$ cat src/rtl/mem_port_arbiter.sv
// Shares one single-ported unified memory between fetch (IF) and load/store (MEM); 2 cycles min req->valid.
// Requesters hold req until their *_valid pulse; memory backpressures via mem_ready while mem_* stay stable.
module mem_port_arbiter #(
  parameter int XLEN         = 32,
  parameter int ADDR_W       = 32,
  parameter int STARVE_LIMIT = 4,
  parameter int CNT_W        = 3
) (
  input  logic                clk,
  input  logic                rst,
  input  logic                i_req,
  input  logic [ADDR_W-1:0]   i_addr,
  input  logic                flush_f,
  output logic                i_valid,
  output logic [XLEN-1:0]     i_rdata,
  input  logic                d_req,
  input  logic                d_we,
  input  logic [XLEN/8-1:0]   d_be,
  input  logic [ADDR_W-1:0]   d_addr,
  input  logic [XLEN-1:0]     d_wdata,
  output logic                d_valid,
  output logic [XLEN-1:0]     d_rdata,
  output logic                mem_req,
  output logic                mem_we,
  output logic [XLEN/8-1:0]   mem_be,
  output logic [ADDR_W-1:0]   mem_addr,
  output logic [XLEN-1:0]     mem_wdata,
  input  logic                mem_ready,
  input  logic [XLEN-1:0]     mem_rdata,
  output logic                stall_f,
  output logic                stall_m
);

  typedef enum logic [1:0] {IDLE, BUSY_I, BUSY_D} state_t;

  localparam logic [CNT_W-1:0] LIMIT = CNT_W'(STARVE_LIMIT);

  state_t           state, state_nxt;
  logic [CNT_W-1:0] starve_cnt;
  logic             flushed;
  logic             i_act, d_act, i_contend, grant_d, grant_i;

  // A requester whose completion pulse is out this cycle is still holding req; ignore it.
  assign i_act     = i_req & ~i_valid;
  assign d_act     = d_req & ~d_valid;
  assign i_contend = i_act & ~flush_f;
  assign grant_d   = (state == IDLE) & d_act & ~(i_contend & (starve_cnt == LIMIT));
  assign grant_i   = (state == IDLE) & ~grant_d & i_contend;

  assign stall_f = i_req & ~i_valid;
  assign stall_m = d_req & ~d_valid;

  always_comb begin
    state_nxt = state;
    case (state)
      IDLE: begin
        if (grant_d)      state_nxt = BUSY_D;
        else if (grant_i) state_nxt = BUSY_I;
      end
      BUSY_I, BUSY_D: begin
        if (mem_ready) state_nxt = IDLE;
      end
      default: state_nxt = IDLE;
    endcase
  end

  always_ff @(posedge clk) begin
    if (rst) begin
      state      <= IDLE;
      starve_cnt <= '0;
      flushed    <= 1'b0;
      mem_req    <= 1'b0;
      mem_we     <= 1'b0;
      mem_be     <= '0;
      mem_addr   <= '0;
      mem_wdata  <= '0;
      i_valid    <= 1'b0;
      d_valid    <= 1'b0;
      i_rdata    <= '0;
      d_rdata    <= '0;
    end else begin
      state   <= state_nxt;
      i_valid <= 1'b0;
      d_valid <= 1'b0;
      case (state)
        IDLE: begin
          if (grant_d) begin
            mem_req   <= 1'b1;
            mem_we    <= d_we;
            mem_be    <= d_be;
            mem_addr  <= d_addr;
            mem_wdata <= d_wdata;
            if (i_contend && (starve_cnt != LIMIT)) starve_cnt <= starve_cnt + CNT_W'(1);
          end else if (grant_i) begin
            mem_req    <= 1'b1;
            mem_we     <= 1'b0;
            mem_be     <= '1;
            mem_addr   <= i_addr;
            mem_wdata  <= '0;
            starve_cnt <= '0;
            flushed    <= 1'b0;
          end
        end
        BUSY_I: begin
          if (mem_ready) begin
            mem_req <= 1'b0;
            flushed <= 1'b0;
            // A redirect seen at any point during the access discards its result.
            if (!(flushed || flush_f)) begin
              i_valid <= 1'b1;
              i_rdata <= mem_rdata;
            end
          end else if (flush_f) begin
            flushed <= 1'b1;
          end
        end
        BUSY_D: begin
          if (mem_ready) begin
            mem_req <= 1'b0;
            d_valid <= 1'b1;
            if (!mem_we) d_rdata <= mem_rdata;
          end
        end
        default: mem_req <= 1'b0;
      endcase
    end
  end

endmodule
$ cat config.mk
export PLATFORM = sky130hd
export DESIGN_NAME = mem_port_arbiter
export DESIGN_NICKNAME = d
export VERILOG_FILES = /design/src/rtl/mem_port_arbiter.sv
export SDC_FILE = /design/constraint.sdc
export NUM_CORES = 1
export LEC_CHECK = 0
export ABC_AREA = 1
export CAP_MARGIN = 5
export CORE_UTILIZATION = 44
export CTS_CLUSTER_SIZE = 12
export DETAILED_ROUTE_END_ITERATION = 7
export GPL_TIMING_DRIVEN = 0
export PLACE_DENSITY = 0.9
export SYNTH_ARGS = -nofsm -noshare
export SYNTH_HDL_FRONTEND = slang
export SYNTH_SLANG_ARGS = --single-unit
$ cat constraint.sdc
create_clock -name clk -period 2.6 [get_ports clk]
set_clock_uncertainty 0.05 [all_clocks]
set_input_delay 0.26 -clock clk [delete_from_list [all_inputs] [get_ports clk]]
set_output_delay 0.26 -clock clk [all_outputs]
set_load 0.01 [all_outputs]
**Word-level counts from Yosys, hierarchy flattened**

Index checks and enable logic that the tools add are counted.
Widths: inputs -> output; s select.

- Register bits: 142
- Output and inout bits: 138
- Logic and storage cells: 80

- Add/subtract/negate cells: 1
- Equal/unequal tests: 10
- Muxes and demuxes: 25
- Bitwise operators: 18
- Reduce and logical (&&, ||, !) cells: 14

Operator list:

| cell | count |
|---|---|
| $mux 32 | 4 |
| $mux 1 | 10 |
| $not 1->1 | 10 |
| $mux 3 | 3 |
| $ne 3x3->1 const B | 3 |
| $reduce_and 3->1 | 3 |
| $and 1x1->1 | 8 |
| $mux 4 | 2 |
| $mux 2 | 3 |
| $ne 2x1->1 const B | 2 |
| $ne 2x2->1 const B | 2 |
| $pmux 1 s2 | 2 |
| $pmux 2 s2 | 1 |
| $reduce_and 2->1 | 2 |
| $reduce_and 4->1 | 1 |
| $reduce_bool 2->1 | 2 |
| $reduce_or 2->1 | 2 |
| $add 3x1->3 const B | 1 |
| $eq 3x3->1 const B | 1 |
| $reduce_or 3->1 | 1 |
| $eq 2x1->1 const B | 1 |
| $eq 2x2->1 const B | 1 |
| $logic_not 2->1 | 1 |
| $logic_and 1x1->1 | 1 |
| $logic_or 1x1->1 | 1 |

**Logic depth before layout (Yosys ltp)**

- Depth in word-level cells: 12
- Gate-level depth with buffers: 10

**Worst setup path after synthesis**

OpenSTA, ideal clock, no wires.

- Kind: flip-flop to flip-flop
- From: reg state[0]
- To: reg mem_addr[0]
- Setup time: 0.109 ns
- Arrival: 1.345 ns
- Data required time: 2.441 ns
- Setup slack: 1.096 ns
- Cell stages (with the launch flop): 11
- Clock period less this slack: 1.504 ns
- Cell sequence: dfxtp_1 inv_1 ha_1 inv_2 nor2_4 nand2_2 buf_2 nand3_1 nand3_1 nand2_1 inv_1

- Longest elaborated chain between the ends: 8
- Elaborated cells on any way between the ends: 9

RTL lines:

| element | RTL line | text |
|---|---|---|
| start: declaration | 38 | `state_t state, state_nxt;` |
| start signal: assignment | 82 | `state <= state_nxt;` |
| $logic_not 2->1 * | 47, 48, 85 |  |
| $and 1x1->1 (2 in series) | 47 | `assign grant_d = (state == IDLE) & d_act & ~(i_contend & (starve_cnt == LIMIT));` |
| $not 1->1 | 48 | `assign grant_i = (state == IDLE) & ~grant_d & i_contend;` |
| $and 1x1->1 (2 in series) | 48 |  |
| $reduce_bool 2->1 (no line) | -- |  |
| $reduce_and 2->1 (no line) | -- |  |
| end signal: assignment | 91 | `mem_addr <= d_addr;` |
| end signal: assignment | 98 | `mem_addr <= i_addr;` |
| end: declaration | 26 | `output logic [ADDR_W-1:0] mem_addr,` |

Mark *: on every way between the ends. The rest lies on a longest branch, timed or not.
A chain may end at the register's enable or synchronous reset.

**Worst setup path after layout**

- From: reg state[0]
- To: reg d_rdata[13]

- Longest elaborated chain between the ends: 2

RTL lines:

| element | RTL line | text |
|---|---|---|
| $eq 2x2->1 | 85 | `case (state)` |
| $reduce_and 3->1 (no line) | -- |  |
| end signal: assignment | 121 | `if (!mem_we) d_rdata <= mem_rdata;` |
| end: declaration | 22 | `output logic [XLEN-1:0] d_rdata,` |

Every way passes these cells.

==> results.json <==
{
  "synthTopCellsByArea": "dfxtp_1 49%, nor2_1 9.4%, nand3_1 9.0%",
  "numCtsBuffers": 17,
  "root_buffer": "clkbuf_16",
  "placed_area_um2": 8710,
  "core_area_um2": 12700,
  "worst-path-buf-inv": 3,
  "ys_seq_area_frac": 0.495,
  "crit_slowest_cell": "nor2_1",
  "clk_path_buf_depth": 2,
  "clock_latency_ns": 0.42,
  "crit_chain": "inv_1 -> ha_1 -> nand2_1 -> nor2_1 -> inv_1 -> clkbuf_1 -> nor2_1 -> nor2_1",
  "dp_slack_ns": 0.365,
  "clk_pin_slew_ns": 0.06,
  "cts_sinks": 142,
  "cts.htree.levels": 4,
  "tightest_slew_ns": 0.522,
  "p_total_mw": 6.86,
  "syn-mean-instance-area_um2": 7.22,
  "cts_tree": "done",
  "syn_inst": 796,
  "finalSetupViolations": 0,
  "io_buffer_count": 275,
  "status": "finished, final reports clean",
  "worstPathMaxFanout": 10,
  "max_freq_ghz": 0.507,
  "grt_pass1_vias": 6200,
  "yosys_register_bits": 142,
  "hold_path.class": "in2reg",
  "area_delta_synth_final_pct": 62.9,
  "end_kind": "flip-flop",
  "start_util": 0.454,
  "dp_hpwl_mm": 14.6,
  "holdBufCountCts": 0,
  "layout.cells.non_filler": 1276,
  "ys_types": 20,
  "grt_pass1_wl_mm": 30.1,
  "antenna_found_initial": 1,
  "drv_cap": 0,
  "finalHoldViolations": 0,
  "synth_top_area_frac": 0.495,
  "wl_mm": 20.1,
  "cp_slowest_stage_delay_ns": 0.40,
  "cts_setup_buffers": 0,
  "synth_fp_nets": 940,
  "dp.cells": 1243,
  "wl_per_cell_um": 15.7,
  "fin_ws_ns": 0.626,
  "routed_via_density": 5.00,
  "p_per_area_nw_per_um2": 733,
  "gr-total-overflow": 0,
  "drtIter0Drc": 396,
  "fp.dieH_um": 116,
  "cp.required_ns": 2.86,
  "final_max_slew_viol_count": 0,
  "period_needed_ns": 1.97,
  "cts_resized": 0,
  "critPathArrivalTime_ns": 2.23,
  "nets": 1234,
  "grt.total_usage": 0.295,
  "rsz0062_at_grt": "no",
  "grt_max_degree": 17,
  "critPathLaunchType": "flip-flop",
  "synth_area_leader_cell": "dfxtp_1",
  "post-route-util": 0.739,
  "vias": 6379,
  "drc": 0,
  "synthesis.area_um2": 5750,
  "fp.dieW_um": 116,
  "std_cell_rows": 41,
  "hold_ws_ns": 0.345,
  "ys_warn_count": 0,
  "relSlewSlack": 0.652,
  "critPathKind": "reg2reg",
  "drt_pass1_iterations": 5,
  "min_period_over_period": 0.759,
  "crit_family": "simple AND/OR/NAND/NOR gates",
  "crit_top_cell": "nor2_1",
  "final_layout_size_suffix_gt1_frac": 0.0535,
  "tns_ns": 0,
  "die_area_um2": 13500,
  "gp_congestion": 0.848,
  "power.leakage_nw": 3.99,
  "peakVddDrop_uv": 550,
  "finalInstanceArea_um2": 9360,
  "postRouteAntennaNets": 0,
  "num_io_pins": 277
}
[worst reg2reg max path: stages, from the launching register on]
cell      delay, ns
dfxtp_1        0.33
inv_1          0.08
ha_1           0.15
nand2_1        0.08
nor2_1         0.40
inv_1          0.21
clkbuf_1       0.28
nor2_1         0.22
nor2_1         0.08
[state kept, by name, summed over array words and instances, names as in the netlist]
signal	cells
d_rdata	32
i_valid	1
mem_addr	32
d_valid	1
state	2
mem_wdata	32
mem_we	1
i_rdata	32
flushed	1
mem_req	1
starve_cnt	3
mem_be	4
[power breakdown]
| part | leakage [nW] | switching, mW | internal (mW) |
|---|---|---|---|
| clock network | 0.317 | 0.921 | 1.71 |
| logic | 2.51 | 0.859 | 0.845 |
| registers | 1.16 | 0.123 | 2.41 |
| total | 3.99 | 1.90 | 4.96 |
[area by class of cell]
cell class                 instances  area, um^2
antenna                            1        2.50
clock buffer                      23         488
buffer                            52         260
timing repair buffer             275        2750
clock inverter                     9         156
sequential                       142        2840
multi-input combinational        517        2320
inverter                          85         319
fill                             946        3310
tap                              172         215
[final timing paths]
kind,from,end,slack [ns],cells after the start
hold reg to reg,mem_wdata[23]$_SDFFE_PP0P_,mem_wdata[23]$_SDFFE_PP0P_,0.41,2
hold / removal,d_wdata[22],mem_wdata[22]$_SDFFE_PP0P_,0.35,3
setup / recovery,state[0]$_SDFFE_PP0P_,d_rdata[13]$_SDFFE_PP0P_,0.63,8
setup reg to reg,state[0]$_SDFFE_PP0P_,d_rdata[13]$_SDFFE_PP0P_,0.63,8
[per-layer routing]
| layer | track usage | vias to the layer above | part of all wire |
|---|---|---|---|
| li1 | - | 3129 | - |
| met1 | 0.280 | 2903 | 0.36 |
| met2 | 0.524 | 294 | 0.49 |
| met3 | 0.140 | 53 | 0.11 |
| met4 | 0.158 | 0 | 0.033 |
| met5 | 0 | - | 0 |
[logic make-up after synthesis]
kind of cell,count (synthesis),share of synthesized area
buf+inv,137,0.101
fa+ha+maj,5,0.0109
simple gates,369,0.268
flops,142,0.495
compound gates,142,0.124
xor+xnor,1,0.00152
[layout by cell type (no fill, tap or decap), drive strengths merged]
cell	instances
nand3	103
nand4	2
nor2	145
diode	1
o21ai	71
clkdlybuf4s50	275
buf	25
inv	85
clkbuf	50
ha	5
a21oi	71
xor2	1
dfxtp	142
nand2	119
clkinv	5
bufinv	4
[cells in the mapped netlist, drive strengths merged]
library cell	number
o21ai	71
a21oi	71
buf	25
ha	5
nand3	103
nand2	119
dfxtp	142
nand4	2
clkbuf	27
xor2	1
inv	85
nor2	145
(Power assumes the default switching activity.)
